[config.mk]
export PLATFORM = sky130hd
export DESIGN_NAME = floor_call_panel
export DESIGN_NICKNAME = d
export VERILOG_FILES = /design/src/rtl/floor_call_panel.sv
export SDC_FILE = /design/constraint.sdc
export NUM_CORES = 1
export LEC_CHECK = 0
export BUFFER_PORTS_ARGS = -buffer_cell sky130_fd_sc_hd__buf_2
export CORE_MARGIN = 2
export CORE_UTILIZATION = 31
export CTS_CLUSTER_SIZE = 12
export DETAILED_ROUTE_END_ITERATION = 6
export PLACE_DENSITY = 0.6
export SYNTH_ARGS = -nofsm -noshare
export SYNTH_HDL_FRONTEND = slang
export SYNTH_SLANG_ARGS = --single-unit
[constraint.sdc]
create_clock -name clk -period 4.2 [get_ports clk]
set_input_delay 0.84 -clock clk [delete_from_list [all_inputs] [get_ports clk]]
set_output_delay 0.84 -clock clk [all_outputs]
set_load 0.01 [all_outputs]
[src/rtl/floor_call_panel.sv]
// Floor call registrar: synchronises and debounces four floor buttons, latches pending calls,
// clears them on door-open service and publishes lamps, served pulses and a nearest-call hint.
module floor_call_panel #(
   parameter int DEBOUNCE_CYCLES = 4
) (
   input  logic       clk,
   input  logic       rst,
   input  logic [3:0] button_raw,
   input  logic [1:0] current_floor,
   input  logic       door_open,
   input  logic       overload,
   output logic [3:0] floor_request,
   output logic [3:0] call_lamp,
   output logic [3:0] served,
   output logic [1:0] next_target,
   output logic       target_valid
);

   localparam int CW = (DEBOUNCE_CYCLES > 1) ? $clog2(DEBOUNCE_CYCLES) : 1;
   localparam logic [CW-1:0] CNT_MAX = CW'(DEBOUNCE_CYCLES - 1);

   logic [3:0]    sync1_r, sync2_r;
   logic [3:0]    db_r, db_prev_r;
   logic [CW-1:0] cnt_r [4];
   logic [3:0]    pending_r, lamp_r, served_r;
   logic [1:0]    next_target_r;
   logic          target_valid_r;

   logic [3:0]    press_s, clear_s, pending_next_s, served_next_s;
   logic          svc_s;
   logic [1:0]    dist_s [4];
   logic [1:0]    best_s, best_dist_s;
   logic          found_s;

   // Synchroniser, debounce counters and the debounced level history
   always_ff @(posedge clk) begin
      if (rst) begin
         sync1_r   <= 4'b0000;
         sync2_r   <= 4'b0000;
         db_r      <= 4'b0000;
         db_prev_r <= 4'b0000;
         for (int i = 0; i < 4; i++) begin
            cnt_r[i] <= '0;
         end
      end else begin
         sync1_r   <= button_raw;
         sync2_r   <= sync1_r;
         db_prev_r <= db_r;
         for (int i = 0; i < 4; i++) begin
            if (sync2_r[i] == db_r[i]) begin
               cnt_r[i] <= '0;
            end else if (cnt_r[i] == CNT_MAX) begin
               db_r[i]  <= ~db_r[i];
               cnt_r[i] <= '0;
            end else begin
               cnt_r[i] <= cnt_r[i] + CW'(1);
            end
         end
      end
   end

   // Call bookkeeping: a clear at the serviced floor beats a press on the same floor
   always_comb begin
      press_s = db_r & ~db_prev_r;
      svc_s   = door_open & ~overload;
      clear_s = 4'b0000;
      for (int i = 0; i < 4; i++) begin
         clear_s[i] = svc_s & (current_floor == 2'(i));
      end
      pending_next_s = (pending_r | press_s) & ~clear_s;
      served_next_s  = clear_s & (pending_r | press_s);
   end

   // Nearest pending floor; scanning upward with <= lets the higher floor win ties
   always_comb begin
      best_s      = 2'd0;
      best_dist_s = 2'd3;
      found_s     = 1'b0;
      for (int i = 0; i < 4; i++) begin
         dist_s[i] = (2'(i) >= current_floor) ? (2'(i) - current_floor)
                                              : (current_floor - 2'(i));
         best_s      = (pending_r[i] && (!found_s || dist_s[i] <= best_dist_s)) ? 2'(i) : best_s;
         best_dist_s = (pending_r[i] && (!found_s || dist_s[i] <= best_dist_s)) ? dist_s[i] : best_dist_s;
         found_s     = found_s | pending_r[i];
      end
   end

   // Registered call state, lamps, served pulses and hint
   always_ff @(posedge clk) begin
      if (rst) begin
         pending_r      <= 4'b0000;
         lamp_r         <= 4'b0000;
         served_r       <= 4'b0000;
         next_target_r  <= 2'd0;
         target_valid_r <= 1'b0;
      end else begin
         pending_r      <= pending_next_s;
         lamp_r         <= pending_next_s;
         served_r       <= served_next_s;
         target_valid_r <= found_s;
         if (found_s) begin
            next_target_r <= best_s;
         end else begin
            next_target_r <= next_target_r;
         end
      end
   end

   assign floor_request = pending_r;
   assign call_lamp     = lamp_r;
   assign served        = served_r;
   assign next_target   = next_target_r;
   assign target_valid  = target_valid_r;

endmodule

==> results.ini, run 1 <==
[drt]
wl_per_cell_um = 10.0
drtPass1Iterations = 3
viasPerCell = 4.19
remaining_drc_errors = 0
vias = 1055
antenna_left = 0
drt_iter0_drc = 61
finalWirelength_um = 2530

[synthesis]
synthXorXnorAreaFrac_pct = 2.24
yosys.area_share.simple_pct = 16.9
yosys.area_share.adder_pct = 12.0
ys_seq_area_share_pct = 49.9
synth_top_family_by_area = simple AND/OR/NAND/NOR gates
synth-edff-count = 8
synth_cells = 152
synthArstFlopShare_pct = 0
synth_cell_type_count = 31
synth.avg_cell_area_sq_um = 10.3
synth-seq-cells = 35
synthesis.area_sq_um = 1570
synth-compound-area-share_pct = 9.35
yosysWarnings = 0
yosys-mux-area-fraction_pct = 3.92
ys.flop_type = dfxtp_1

[final_layout]
fin_cells = 252
diodes = 0
seqCellArea_sq_um = 781
mostFrequentLayoutCell = dfxtp_1
final_cell_mix = dfxtp_1, buf_2, nor2_1, nor2b_1, ha_1
nets = 209
nFillCells = 480
postLayoutCoreUtil_pct = 38.9
area_growth_pct = 18.9
multi_input_area_sq_um = 724
drive_above_1_share_pct = 18.4

[pwr]
power_mw = 0.661
irDropWorstVdd_v = 0.000191
p_per_area_nw_per_um2 = 355
leakage_nw = 0.849

[worst_setup_path]
crit_slowest_cell = a311o_1
max_stage_delay_ns = 0.41
crit_top_cell = ha_1
path_cells = buf_2, inv_1, ha_1, mux2i_1, a311o_1, nor3_1, a21oi_1, ha_1, and2b_2, o221ai_1, nand2_1, mux2_2, ha_1, nand2b_1, a221o_1, nand2_1, a21oi_1
path_class = in -> reg
worstPathMaxFanout = 7
worstPathRequired_ns = 4.35
worst-r2r-cell-count = 14
worst-endpoint-arrival_ns = 3.98
end_kind = flip-flop
startpoint_type = input pin

[global_routing]
grt_pass1_wl_um = 4310
busiest_layer = met2
grt_use_total_pct = 10.5
grt_remaining_overflow = 0
antenna_found_initial = 0
grt_max_degree = 29
met3_usage_pct = 3.21
grt_use_met2_pct = 16.1
use_met1_pct = 12.7
grt_pass1_vias = 990

[die]
core_sq_um = 4790
die_h_um = 75.1
die_x_um = 75.1
io_pins = 25
rows = 25
initial_core_util_pct = 32.7
dieArea_sq_um = 5630

[cts]
hold_buffers = 0
clk_pin_slew_ns = 0.07
htree_levels = 2
clk_latency_ns = 0.28
cts_root_buffer = clkbuf_8
postCtsSetupRepairBufs = 0
cts_buffer_depth = 2
cts_tree = done
cts_buffers = 5
cts.sinks = 35
cts_resized = 0

[run]
cap_violations = 0

[worst_hold_path]
hold_depth = 1
hold_path_class = reg -> reg

[timing]
drv_slew = 0
fin_crit_sh_pct = 91.1
fmax_mhz = 261
setup_ws_ns = 0.375
finalHoldViolations = 0
rsz0062_at_grt = false
setup_viol = 0
period_minus_slack_ns = 3.82
finClkSkew_ns = 0.00188
fin_setup_tns_ns = 0

[run_status]
outcome = finished, final reports clean

[placed_design]
dp.cells = 244
pre_cts_ws_ns = 0.0641
place_hpwl_um = 1870
port_buffers = 24
gp_congestion = 0.799

-- worst max-delay path: cells and delay by family --
kind,cells,cell delay (ns)
and+or+nand+nor,5,0.61
muxes,2,0.50
AOI/OAI and AO/OA,5,0.98
adders and majority gates,3,0.75
buffers and inverters,2,0.30
-- metal layers --
layer / vias up / share of wire (%)
met2: 17 / 44
met4: 0 / 2.2
met1: 473 / 49
met3: 6 / 4.1
met5: - / 0
li1: 559 / -
-- state kept, by name (all words and copies together) (netlist names) --
register      flops
db_prev_r         4
target_valid      1
sync1_r           4
next_target       2
sync2_r           4
cnt_r             8
db_r              4
call_lamp         4
served            4
-- path summary, 6_finish.rpt --
path,slack [ns],from,endpoint
max,0.38,current_floor[0],next_target[1]$_SDFFE_PP0P_
min,0.44,sync1_r[0]$_SDFF_PP0_,sync2_r[0]$_SDFF_PP0_
max reg2reg,1.02,call_lamp[0]$_SDFF_PP0_,next_target[1]$_SDFFE_PP0P_
min reg2reg,0.44,sync1_r[0]$_SDFF_PP0_,sync2_r[0]$_SDFF_PP0_
-- report_power, final --
part           switching [mW]  internal [mW]  total (mW)
registers             0.00461          0.353       0.358
clock network           0.111          0.150       0.261
logic                  0.0238         0.0190      0.0428
-- stage by stage --
stage | hold WS [ns] | area, sq um
4_1_cts | 0.442 | 1860
5_1_grt | 0.460 | 1860
6_report | 0.442 | 1860
3_5_place_dp | 0.426 | 1760
2_1_floorplan | 0.414 | 1590
3_3_place_gp | 0.417 | 1760
-- cells in the mapped netlist (2+ instances only) --
library cell  count  area share [%]
a211oi_1          2            0.96
a21o_1            3             1.4
a21oi_1           6             1.9
buf_4             4             1.9
clkbuf_1          3            0.72
dfxtp_1          27              35
edfxtp_1          8              15
ha_1             15              12
inv_1            12             2.9
mux2i_1           5             3.2
nand2_1           8             1.9
nor2_1           16             3.8
nor2b_1          16             6.4
nor3_1            2            0.64
o21ai_0           3            0.96
or3_1             4             1.6
xnor2_1           4             2.2
-- final cells by class --
class	count	area share (%)
timing repair buffer	25	6.85
sequential	35	41.9
clock buffer	8	5.38
tap	67	4.50
inverter	12	2.42
multi-input combinational	105	38.9
-- logic make-up after synthesis --
family,count (synthesis)
AO/OA/AOI/OAI,21
XOR/XNOR,4
adder cells (fa/ha/maj),15
buffers and inverters,19
flip-flops,35
multiplexers,6
other,1
AND/OR/NAND/NOR,51
No activity file was read; power rests on OpenSTA's default activity.
==> run 2, diff against run 1 <==
Clock period 4.2 ns to 4.85 ns, I/O delays scaled along.
==> run 2 against run 1 <==
  * Register-to-register slack better by 0.71 ns
  * First-iteration DRC count is 66% lower
  * Sequential cell count did not move
  * Sequential power decreased by 13%
  * Clock power is 18% lower
  * Highest routed layer unchanged
  * Worst setup slack better by 0.55 ns
  * Routed wire length increased by 0.44%
  * Power decreased by 15%
  * Die area unchanged
  * Clock skew grew 0.0034 ns
  * Via count hardly changed
  * Global-route usage decreased by 0.078 points
  * Largest power group unchanged
==> results.ini, run 2 (synthesis gave the netlist of run 1 again) <==
[global_routing]
grt_max_degree = 29
antenna_found_initial = 0
grt_pass1_vias = 976
grt_use_total_pct = 10.4
grt_remaining_overflow = 0
grt_pass1_wl_um = 4280

[worst_setup_path]
worst-endpoint-arrival_ns = 4.08
crit_buf_inv = 2
path_cells = buf_2, inv_1, ha_1, mux2i_1, a311o_1, nor3_1, a21oi_1, ha_1, and2b_2, o221ai_1, nand2_1, mux2_2, ha_1, nand2b_1, a221o_1, nand2_1, a21oi_1
reg2reg_setup_slack_ns = 1.73
crit-reg2reg-launch = call_lamp[0]$_SDFF_PP0_
crit_slowest_cell = a311o_1
worstSetupStartpoint = current_floor[0]
startpoint_type = input pin
end_kind = flip-flop
cp.depth = 17
worst-r2r-cell-count = 14
critPathTopFamily = compound AO/OA/AOI/OAI gates
worstPathMaxFanout = 7
crit_end = next_target[0]$_SDFFE_PP0P_
worstPathRequired_ns = 5.00
r2r-end = next_target[0]$_SDFFE_PP0P_
max_stage_delay_ns = 0.41
path_class = in -> reg
crit_top_cell = ha_1

[final_layout]
final_cell_area_sq_um = 1850
multi_input_area_sq_um = 724
top_register = cnt_r
mostFrequentLayoutCell = dfxtp_1
diodes = 0
nFillCells = 488
nets = 208
drive_above_1_share_pct = 17.9
largest_reg_flops = 8
seqCellArea_sq_um = 781
final_cell_mix = dfxtp_1, buf_2, nor2_1, nor2b_1, ha_1
area_growth_pct = 17.9

[die]
initial_core_util_pct = 32.7
io_pins = 25
die_h_um = 75.1
core_sq_um = 4790
dieArea_sq_um = 5630
rows = 25
die_x_um = 75.1

[cts]
cts_buffers = 5
postCtsSetupRepairBufs = 0
hold_buffers = 0
cts_root_buffer = clkbuf_8
clk_latency_ns = 0.28
cts_tree = done
cts_resized = 0
htree_levels = 2
cts_buffer_depth = 2
cts.sinks = 35
clk_pin_slew_ns = 0.07

[timing]
setup_ws_ns = 0.922
rsz0062_at_grt = false
fin_setup_tns_ns = 0
fmax_mhz = 255
drv_slew = 0
period_minus_slack_ns = 3.93
finClkSkew_ns = 0.00526
setup_viol = 0
finalHoldViolations = 0
fin_crit_sh_pct = 81.0

[drt]
met3_length_um = 128
wl_per_cell_um = 10.1
finalWirelength_um = 2540
wl_met1_um = 1200
met2WireLength_um = 1180
vias = 1054
viasPerCell = 4.20
antenna_left = 0
top_layer_used = met4
drtPass1Iterations = 4
remaining_drc_errors = 0
drt_iter0_drc = 21

[pwr]
irDropWorstVdd_v = 0.000181
leakage_nw = 0.841
p_per_area_nw_per_um2 = 303

[placed_design]
port_buffers = 24
pre_cts_ws_ns = 0.616
dpl-instance-area_sq_um = 1750
gp_congestion = 0.809
place_hpwl_um = 1840

[run_status]
outcome = finished, final reports clean

[run]
cap_violations = 0

[worst_hold_path]
hold_path_class = reg -> reg
min_from = sync1_r[1]$_SDFF_PP0_

[run 2: cell types whose count changed in the layout (fill, tap and decap cells not counted)]
cell,change
buf_4,-1
clkinv_2,+1
clkbuf_8,-1
[run 2: cell type report]
type	count	share of cell area, %
tap	67	4.54
multi-input combinational	105	39.3
sequential	35	42.3
clock buffer	7	4.68
inverter	12	2.44
timing repair buffer	24	6.51
clock inverter	1	0.271
[run 2: stage by stage]
| step | util, % | hold slack (ns) | power [mW] | std cells |
|---|---|---|---|---|
| after floorplan | - | 0.414 | 0.341 | 159 |
| after global placement | 36.7 | 0.417 | 0.353 | 243 |
| after detailed placement | 36.7 | 0.425 | 0.353 | 243 |
| after CTS | 38.6 | 0.435 | 0.569 | 251 |
| after global routing | 38.6 | 0.457 | 0.584 | 251 |
| final | 38.6 | 0.430 | 0.560 | 251 |
[run 2: worst min path at each step]
stage,to,slack [ns],cells past startpoint
detailed placement,sync2_r[0]$_SDFF_PP0_,0.42,1
CTS,sync2_r[1]$_SDFF_PP0_,0.44,1
global route,sync2_r[1]$_SDFF_PP0_,0.46,1
global placement,sync2_r[1]$_SDFF_PP0_,0.42,1
floorplan,sync2_r[0]$_SDFF_PP0_,0.41,1
finish,sync2_r[1]$_SDFF_PP0_,0.43,1
[run 2: per-layer routing]
layer / vias up / track usage [%]
met1: 470 / 12.2
met5: - / 0
met2: 19 / 16.7
li1: 561 / -
met4: 0 / 5.36
met3: 4 / 3.61
[run 2: where the power goes]
group,internal [mW],switching (mW)
combinational,0.0159,0.0205
clock,0.114,0.0992
sequential,0.306,0.00381
[run 2: worst reg2reg max path, stage by stage, from the launching register on]
cell and delay, ns:
dfxtp_1 0.50, nor3b_1 0.30, a311o_1 0.24, nor3_1 0.06, a21oi_1 0.12, ha_1 0.14
and2b_2 0.20, o221ai_1 0.24, nand2_1 0.13, mux2_2 0.29, ha_1 0.29, nand2b_1 0.05
a221o_1 0.30, nand2_1 0.07, a21oi_1 0.06
